<file path="src/rtl/mem_bus_scheduler.sv">
// Round-robin owner scheduler for the shared memory bus: one-hot registered grant,
// turnaround gap between owners and a hold-limit watchdog that revokes overstaying masters.
module mem_bus_scheduler #(
    parameter int unsigned N           = 4,
    parameter int unsigned IDW         = 2,
    parameter int unsigned MAX_HOLD    = 256,
    parameter int unsigned HOLDW       = 9,
    parameter int unsigned TURN_CYCLES = 1
) (
    input  logic           i_clk,
    input  logic           i_reset,
    input  logic [N-1:0]   i_req,
    input  logic [N-1:0]   i_done,
    output logic [N-1:0]   o_grant,
    output logic [IDW-1:0] o_grant_id,
    output logic           o_bus_busy,
    output logic           o_timeout,
    output logic [IDW-1:0] o_timeout_id
);

    typedef enum logic [1:0] {StIdle, StOwn, StTurn} state_t;

    state_t           r_state,      w_state_nxt;
    logic [N-1:0]     r_grant,      w_grant_nxt;
    logic [IDW-1:0]   r_grant_id,   w_grant_id_nxt;
    logic [IDW-1:0]   r_ptr,        w_ptr_nxt;
    logic [HOLDW-1:0] r_hold,       w_hold_nxt;
    logic [3:0]       r_turn,       w_turn_nxt;
    logic             r_timeout,    w_timeout_nxt;
    logic [IDW-1:0]   r_timeout_id, w_timeout_id_nxt;

    int unsigned      w_start;
    logic [2*N-1:0]   w_req_dbl;
    logic [N-1:0]     w_req_rot;
    logic [IDW-1:0]   w_winner;
    logic             w_release;
    logic             w_expire;

    // Rotate requests so the master after the last winner sits at bit 0, then take the
    // lowest set bit; the loop runs downwards so the lowest index is the final assignment.
    always_comb begin : arbiter
        w_start   = (32'(r_ptr) + 32'd1) % N;
        w_req_dbl = {i_req, i_req};
        w_req_rot = N'(w_req_dbl >> w_start);
        w_winner  = '0;
        for (int i = N - 1; i >= 0; i--) begin
            if (w_req_rot[i]) begin
                w_winner = IDW'((w_start + 32'(i)) % N);
            end
        end
    end

    // r_grant is one-hot while owning, so masking picks out the owner's own lines only.
    assign w_release = (|(i_done & r_grant)) | ~(|(i_req & r_grant));
    assign w_expire  = (MAX_HOLD != 0) && (r_hold == HOLDW'(MAX_HOLD - 1));

    always_comb begin : fsm
        w_state_nxt      = r_state;
        w_grant_nxt      = r_grant;
        w_grant_id_nxt   = r_grant_id;
        w_ptr_nxt        = r_ptr;
        w_hold_nxt       = r_hold;
        w_turn_nxt       = r_turn;
        w_timeout_nxt    = 1'b0;
        w_timeout_id_nxt = r_timeout_id;

        case (r_state)
            StIdle: begin
                if (|i_req) begin
                    w_state_nxt    = StOwn;
                    w_grant_nxt    = N'(1) << w_winner;
                    w_grant_id_nxt = w_winner;
                    w_ptr_nxt      = w_winner;
                    w_hold_nxt     = '0;
                end
            end
            StOwn: begin
                if (w_release || w_expire) begin
                    w_state_nxt    = StTurn;
                    w_grant_nxt    = '0;
                    w_grant_id_nxt = '0;
                    w_turn_nxt     = 4'(TURN_CYCLES - 1);
                    // A voluntary release in the same cycle wins over the watchdog.
                    if (!w_release) begin
                        w_timeout_nxt    = 1'b1;
                        w_timeout_id_nxt = r_grant_id;
                    end
                end else begin
                    w_hold_nxt = r_hold + 1'b1;
                end
            end
            StTurn: begin
                if (r_turn == '0) begin
                    w_state_nxt = StIdle;
                end else begin
                    w_turn_nxt = r_turn - 1'b1;
                end
            end
            default: begin
                w_state_nxt = StIdle;
            end
        endcase
    end

    always_ff @(posedge i_clk or posedge i_reset) begin
        if (i_reset) begin
            r_state      <= StIdle;
            r_grant      <= '0;
            r_grant_id   <= '0;
            r_ptr        <= IDW'(N - 1);
            r_hold       <= '0;
            r_turn       <= '0;
            r_timeout    <= 1'b0;
            r_timeout_id <= '0;
        end else begin
            r_state      <= w_state_nxt;
            r_grant      <= w_grant_nxt;
            r_grant_id   <= w_grant_id_nxt;
            r_ptr        <= w_ptr_nxt;
            r_hold       <= w_hold_nxt;
            r_turn       <= w_turn_nxt;
            r_timeout    <= w_timeout_nxt;
            r_timeout_id <= w_timeout_id_nxt;
        end
    end

    assign o_grant      = r_grant;
    assign o_grant_id   = r_grant_id;
    assign o_bus_busy   = (r_state != StIdle);
    assign o_timeout    = r_timeout;
    assign o_timeout_id = r_timeout_id;

    a_grant_onehot0 : assert property (@(posedge i_clk) disable iff (i_reset)
        $onehot0(r_grant));
    a_timeout_no_grant : assert property (@(posedge i_clk) disable iff (i_reset)
        r_timeout |-> (r_grant == '0));

endmodule

</file>
<file path="config.mk">
export PLATFORM = sky130hd
export DESIGN_NAME = mem_bus_scheduler
export DESIGN_NICKNAME = d
export VERILOG_FILES = /design/src/rtl/mem_bus_scheduler.sv
export SDC_FILE = /design/constraint.sdc
export NUM_CORES = 1
export LEC_CHECK = 0
export ABC_CLOCK_PERIOD_IN_PS = 5400
export CAP_MARGIN = 10
export CORE_ASPECT_RATIO = 0.75
export CORE_MARGIN = 3
export CORE_UTILIZATION = 50
export CTS_CLUSTER_DIAMETER = 80
export DETAILED_ROUTE_END_ITERATION = 6
export PLACE_DENSITY = 0.8
export SYNTH_ARGS = -nofsm -noshare
export SYNTH_HDL_FRONTEND = slang
export SYNTH_SLANG_ARGS = --single-unit
export TNS_END_PERCENT = 5
</file>
<file path="constraint.sdc">
create_clock -name i_clk -period 5.4 [get_ports i_clk]
set_clock_uncertainty 0.2 [all_clocks]
set_input_delay 1.62 -clock i_clk [delete_from_list [all_inputs] [get_ports i_clk]]
set_output_delay 1.62 -clock i_clk [all_outputs]
set_load 0.01 [all_outputs]
</file>
======== Word-level counts from Yosys, hierarchy flattened ========
Index checks and enable logic that the tools add are counted.
word-level totals
  logic and storage cells ................. 66
  bits in registers ....................... 26
  input port bits ......................... 10
  output and inout port bits .............. 10
cells by class
  equal/unequal tests ..................... 8
  mux-type cells .......................... 22
  add/subtract/negate cells ............... 6
  shift-type cells ........................ 2
  reduce and logical (&&, ||, !) cells .... 15
  bitwise operators ....................... 5
operator list
  operator                                                             count
  2-bit 2-to-1 mux                                                     9
  9-bit 2-to-1 mux                                                     2
  9-bit one-hot mux with 2 select lines                                1
  4-bit one-hot mux with 2 select lines                                2
  3-bit AND reduction                                                  5
  4-bit 2-to-1 mux                                                     3
  4-bit OR reduction                                                   3
  2-bit inequality test (second input constant)                        5
  9-bit by 1-bit adder with 9-bit output (second input constant)       1
  9-bit by 8-bit == test with 1-bit output (second input constant)     1
  4-bit bitwise AND                                                    2
  8-bit by 2-bit right shift with 4-bit output                         1
  2-bit one-hot mux with 3 select lines                                1
  2-bit nonzero test                                                   3
  2-bit by 1-bit adder with 2-bit output (second input constant)       2
  2-bit adder (second input constant)                                  2
  4-bit logical NOT                                                    1
  2-bit one-hot mux with 2 select lines                                1
  1-bit by 2-bit << shifter with 4-bit output (first input constant)   1
  4-bit by 1-bit subtractor with 4-bit output (second input constant)  1
  1-bit 2-to-1 mux                                                     3
  2-bit by 1-bit == test with 1-bit output (second input constant)     1
  2-bit == test (second input constant)                                1
  2-bit logical NOT                                                    1
  other kinds (4)                                                      5

======== Depth between registers and ports, before layout ========
  depth after elaboration ................. 9
  mapped depth ............................ 8
  gate-level depth less buffers ........... 8

======== Least setup slack after synthesis ========
Ideal clock, no wire load.
  path kind ............................... input to register
  from .................................... in i_done[1]
  to ...................................... reg r_hold[6]
  required time ........................... 5.122 ns
  path buffers ............................ 0
  arrival time ............................ 2.672 ns
  cell stages on the path ................. 4
  slack ................................... 2.450 ns
  setup time .............................. 0.078 ns
  cells stage by stage .................... a22oi_4 -> o2111ai_4 -> or4_1 -> a21oi_1
on the way
  longest elaborated chain between the ends .. 6
ends and longest elaborated chain
  element                          RTL line  text
  start: declaration               13        input logic [N-1:0] i_done,
  4-bit bitwise AND                54        assign w_release = (|(i_done & r_grant)) | ~(|(i_req & r_grant));
  4-bit OR reduction               54
  1-bit OR                         54
  1-bit logical OR                 78        if (w_release || w_expire) begin
  2-bit inequality test (no line)  --
  3-bit AND reduction (no line)    --
  end signal: assignment           120       r_hold <= w_hold_nxt;
  end: declaration                 27        logic [HOLDW-1:0] r_hold, w_hold_nxt;
Every way passes these cells.
A chain may end at the register's enable or synchronous reset.

======== Worst setup path after layout ========
  from .................................... reg r_state[1]
  to ...................................... out o_bus_busy
on the way
  longest elaborated chain between the ends .. 1
ends and longest elaborated chain
  element                   RTL line  text
  start: declaration        23        state_t r_state, w_state_nxt;
  start signal: assignment  107       r_state <= StIdle;
  start signal: assignment  116       r_state <= w_state_nxt;
  2-bit nonzero test        129       assign o_bus_busy = (r_state != StIdle);
  end: declaration          16        output logic o_bus_busy,
Every way passes these cells.

==> impl_metrics.csv <==
group,metric,value,unit
sta,period_share,0.620,
detailed_routing,wire_per_inst,15.6,µm
detailed_routing,avgViaCountPerCell,5.87,
power,ir_drop,0.000274,V
detailed_routing,wl,3030,µm
synthesis,netlist_area,1420,µm²
synthesis,synth-seq-cells,26,
floorplanning,die_area,3520,µm²
sta,slew-limit-headroom,0.359,
outcome,outcome,"finished clean",
sta,hold_viol,0,
critical_path,path_cells,"or2_2 > clkdlybuf4s50_1",
clock_tree,clk_path_buf_depth,2,
synthesis,yosys_warnings,0,
critical_path,critPathKind,"register to output pin",
sta,tns,0,ps
grt,grt_overflow_total,0,
floorplanning,rows,16,
critical_path,cp_slowest_cell,"clkdlybuf4s50_1",
clock_tree,post_cts.repair.setup_buffers,0,
placement,dpl.hpwl,2350,µm
layout,syn_to_final_growth,21.0,%
grt,grt_use_total,0.197,
clock_tree,cts_buffers,3,
detailed_routing,drc_errors,0,
clock_tree,cts_hold_buf,0,
layout,regArea,653,µm²
synthesis,synth_top_area_share,0.424,
synthesis,yosysSeqAreaShare,0.461,
critical_path,required,3580,ps
critical_path,crit_fanout,5,
placement,gp_congestion,0.813,
grt,grt_max_degree,27,
placement,numPortBuffers,19,
detailed_routing,firstDrtPassIters,4,
floorplanning,start_util,0.532,
clock_tree,path_clk_slew,100,ps
sta,period_needed,3350,ps
grt,grt_pass1_wl,5050,µm
grt,grt_pass1_vias,1111,
synthesis,async_reset_ff_frac,1.00,
detailed_routing,vias,1139,
layout,nNetsFinal,173,
layout,multi_input_comb_area,729,µm²
clock_tree,postCtsResizedCells,0,
critical_path,critical-path-max-stage-delay,490,ps
synthesis,synthesis.nets,151,
synthesis,synth_area_per_cell,10.3,µm²
detailed_routing,drtIter0Drc,58,
min_path,min-delay-path-class,"register to register",
clock_tree,clkSinkCount,26,
synthesis,synth_cell_types,38,
sta,hold_slack,297,ps
clock_tree,clockRootBuffer,"clkbuf_8",
critical_path,cp-start-kind,"register",
grt,antenna_found_initial,0,
detailed_routing,ant_nets,0,
critical_path,critPathArrivalTime,1530,ps
run,drv_cap,0,
floorplanning,fp.dieH,52.1,µm
critical_path,critPathCaptureType,"output pin",
sta,rsz0062_at_grt,"false",
synthesis,yosys-top-cells-area,"dfrtp_1 42%, nand2_1 4.0%, dfstp_2 3.7%, o2111ai_4 3.7%, ha_1 3.5%",
clock_tree,cts_max_level,1,
layout,layout-drive-gt1-share,0.120,
synthesis,ys.flop_type,"dfrtp_1",
clock_tree,cts_tree,"done",
floorplanning,io_pins,20,
floorplanning,core,2660,µm²
sta,drv_slew,0,
synthesis,syn_inst,137,
clock_tree,clk-insertion-delay-late,280,ps
sta,setup_viol,0,
power,p_leak,0.000728,µW
synthesis,synth_top_area_cell,"dfrtp_1",
floorplanning,die_w,67.5,µm
layout,fillers,204,
layout,antenna_cells,0,
sta,worst_pin_slew,960,ps
sta,fmax,299,MHz
synthesis,synth_edf_count,0,
power,powerDensity,470,nW/µm²
-- cells in the mapped netlist, drive strengths merged (2+ instances only) --
library cell / instances
and3: 2
or3: 4
nand3: 6
o211ai: 3
a22o: 2
o2111ai: 2
nor2: 9
ha: 4
inv: 7
nand2: 15
a21oi: 9
a32o: 2
xor2: 2
nand2b: 2
nor2b: 3
o22ai: 2
a21o: 3
o31ai: 3
a22oi: 2
dfstp: 2
o21ai: 10
dfrtp: 24
mux2: 2
or4: 3
o32ai: 2
-- registers in the layout, indices dropped and copies added (netlist names) --
name,flops
r_hold,9
o_grant,4
r_turn,4
o_grant_id,2
o_timeout_id,2
r_ptr,2
r_state,2
o_timeout,1
-- path summary, 6_finish.rpt --
path	from	endpoint	slack [ps]	depth (start not counted)
worst max-delay path	r_state[1]	o_bus_busy	2050	2
worst min-delay path	r_ptr[0]	r_ptr[0]	300	2
worst max register to register	r_hold[2]	r_hold[3]	3150	8
worst min register to register	r_ptr[0]	r_ptr[0]	300	2
max in group asynchronous	i_reset	o_grant[1]	2750	2
min in group asynchronous	i_reset	o_timeout	1670	2
-- power breakdown --
part | switching, µW | internal [µW]
Sequential | 53.2 | 247
Combinational | 192 | 152
Clock | 64.2 | 99.3
Total | 309 | 498
-- metrics by stage --
stage / instance area (µm²) / setup WS (ps) / instances / utilization / power (µW)
after global placement: 1640 / 1910 / 190 / 0.617 / 630
after detailed placement: 1640 / 1830 / 190 / 0.617 / 647
after floorplan: 1420 / 2450 / 137 / - / 531
after global routing: 1720 / 2000 / 194 / 0.644 / 862
final: 1720 / 2050 / 194 / 0.644 / 807
after CTS: 1720 / 2050 / 194 / 0.644 / 810
-- kinds of logic (layout without fill, tap and decap cells) --
kind of cell | after synthesis | in the layout | share of synthesized area
AOI/OAI and AO/OA | 43 | 43 | 0.265
xor gates and xnor gates | 2 | 2 | 0.0124
adders and majority gates | 4 | 4 | 0.0353
buffers and inverters | 9 | 30 | 0.0247
DFF | 26 | 26 | 0.461
muxes | 2 | 2 | 0.0159
and+or+nand+nor | 51 | 51 | 0.186
-- cell usage in the layout, fill, tap and decap left out, drive strengths merged, types with 2 or more instances in the layout --
cell           instances
and3                   2
inv                    7
nand3                  6
or3                    4
or4                    3
ha                     4
nor2b                  3
o32ai                  2
a21o                   3
clkdlybuf4s50         19
xor2                   2
dfrtp                 24
nand2                 15
o22ai                  2
a22o                   2
a22oi                  2
a32o                   2
nand2b                 2
o31ai                  3
o21ai                 10
mux2                   2
o211ai                 3
clkbuf                 3
nor2                   9
o2111ai                2
a21oi                  9
dfstp                  2
-- critical path, delay by kind of cell, from the launching register on --
| family | cells | cell delay, ps |
|---|---|---|
| and+or+nand+nor | 1 | 350 |
| DFF | 1 | 420 |
| buffers and inverters | 1 | 490 |
-- layer usage --
layer / up-vias / part of all wire / global-route usage
li1: 549 / - / -
met1: 559 / 0.46 / 0.270
met2: 26 / 0.49 / 0.315
met3: 5 / 0.048 / 0.0454
met4: 0 / 0.0092 / 0.0505
met5: - / 0 / 0
-- cell type report --
class	count	area share
clock buffer	3	0.0241
clock inverter	1	0.0175
inverter	7	0.0153
multi-input combinational	102	0.425
sequential	26	0.381
tap	36	0.0263
timing repair buffer	19	0.111
(Power assumes the default switching activity.)
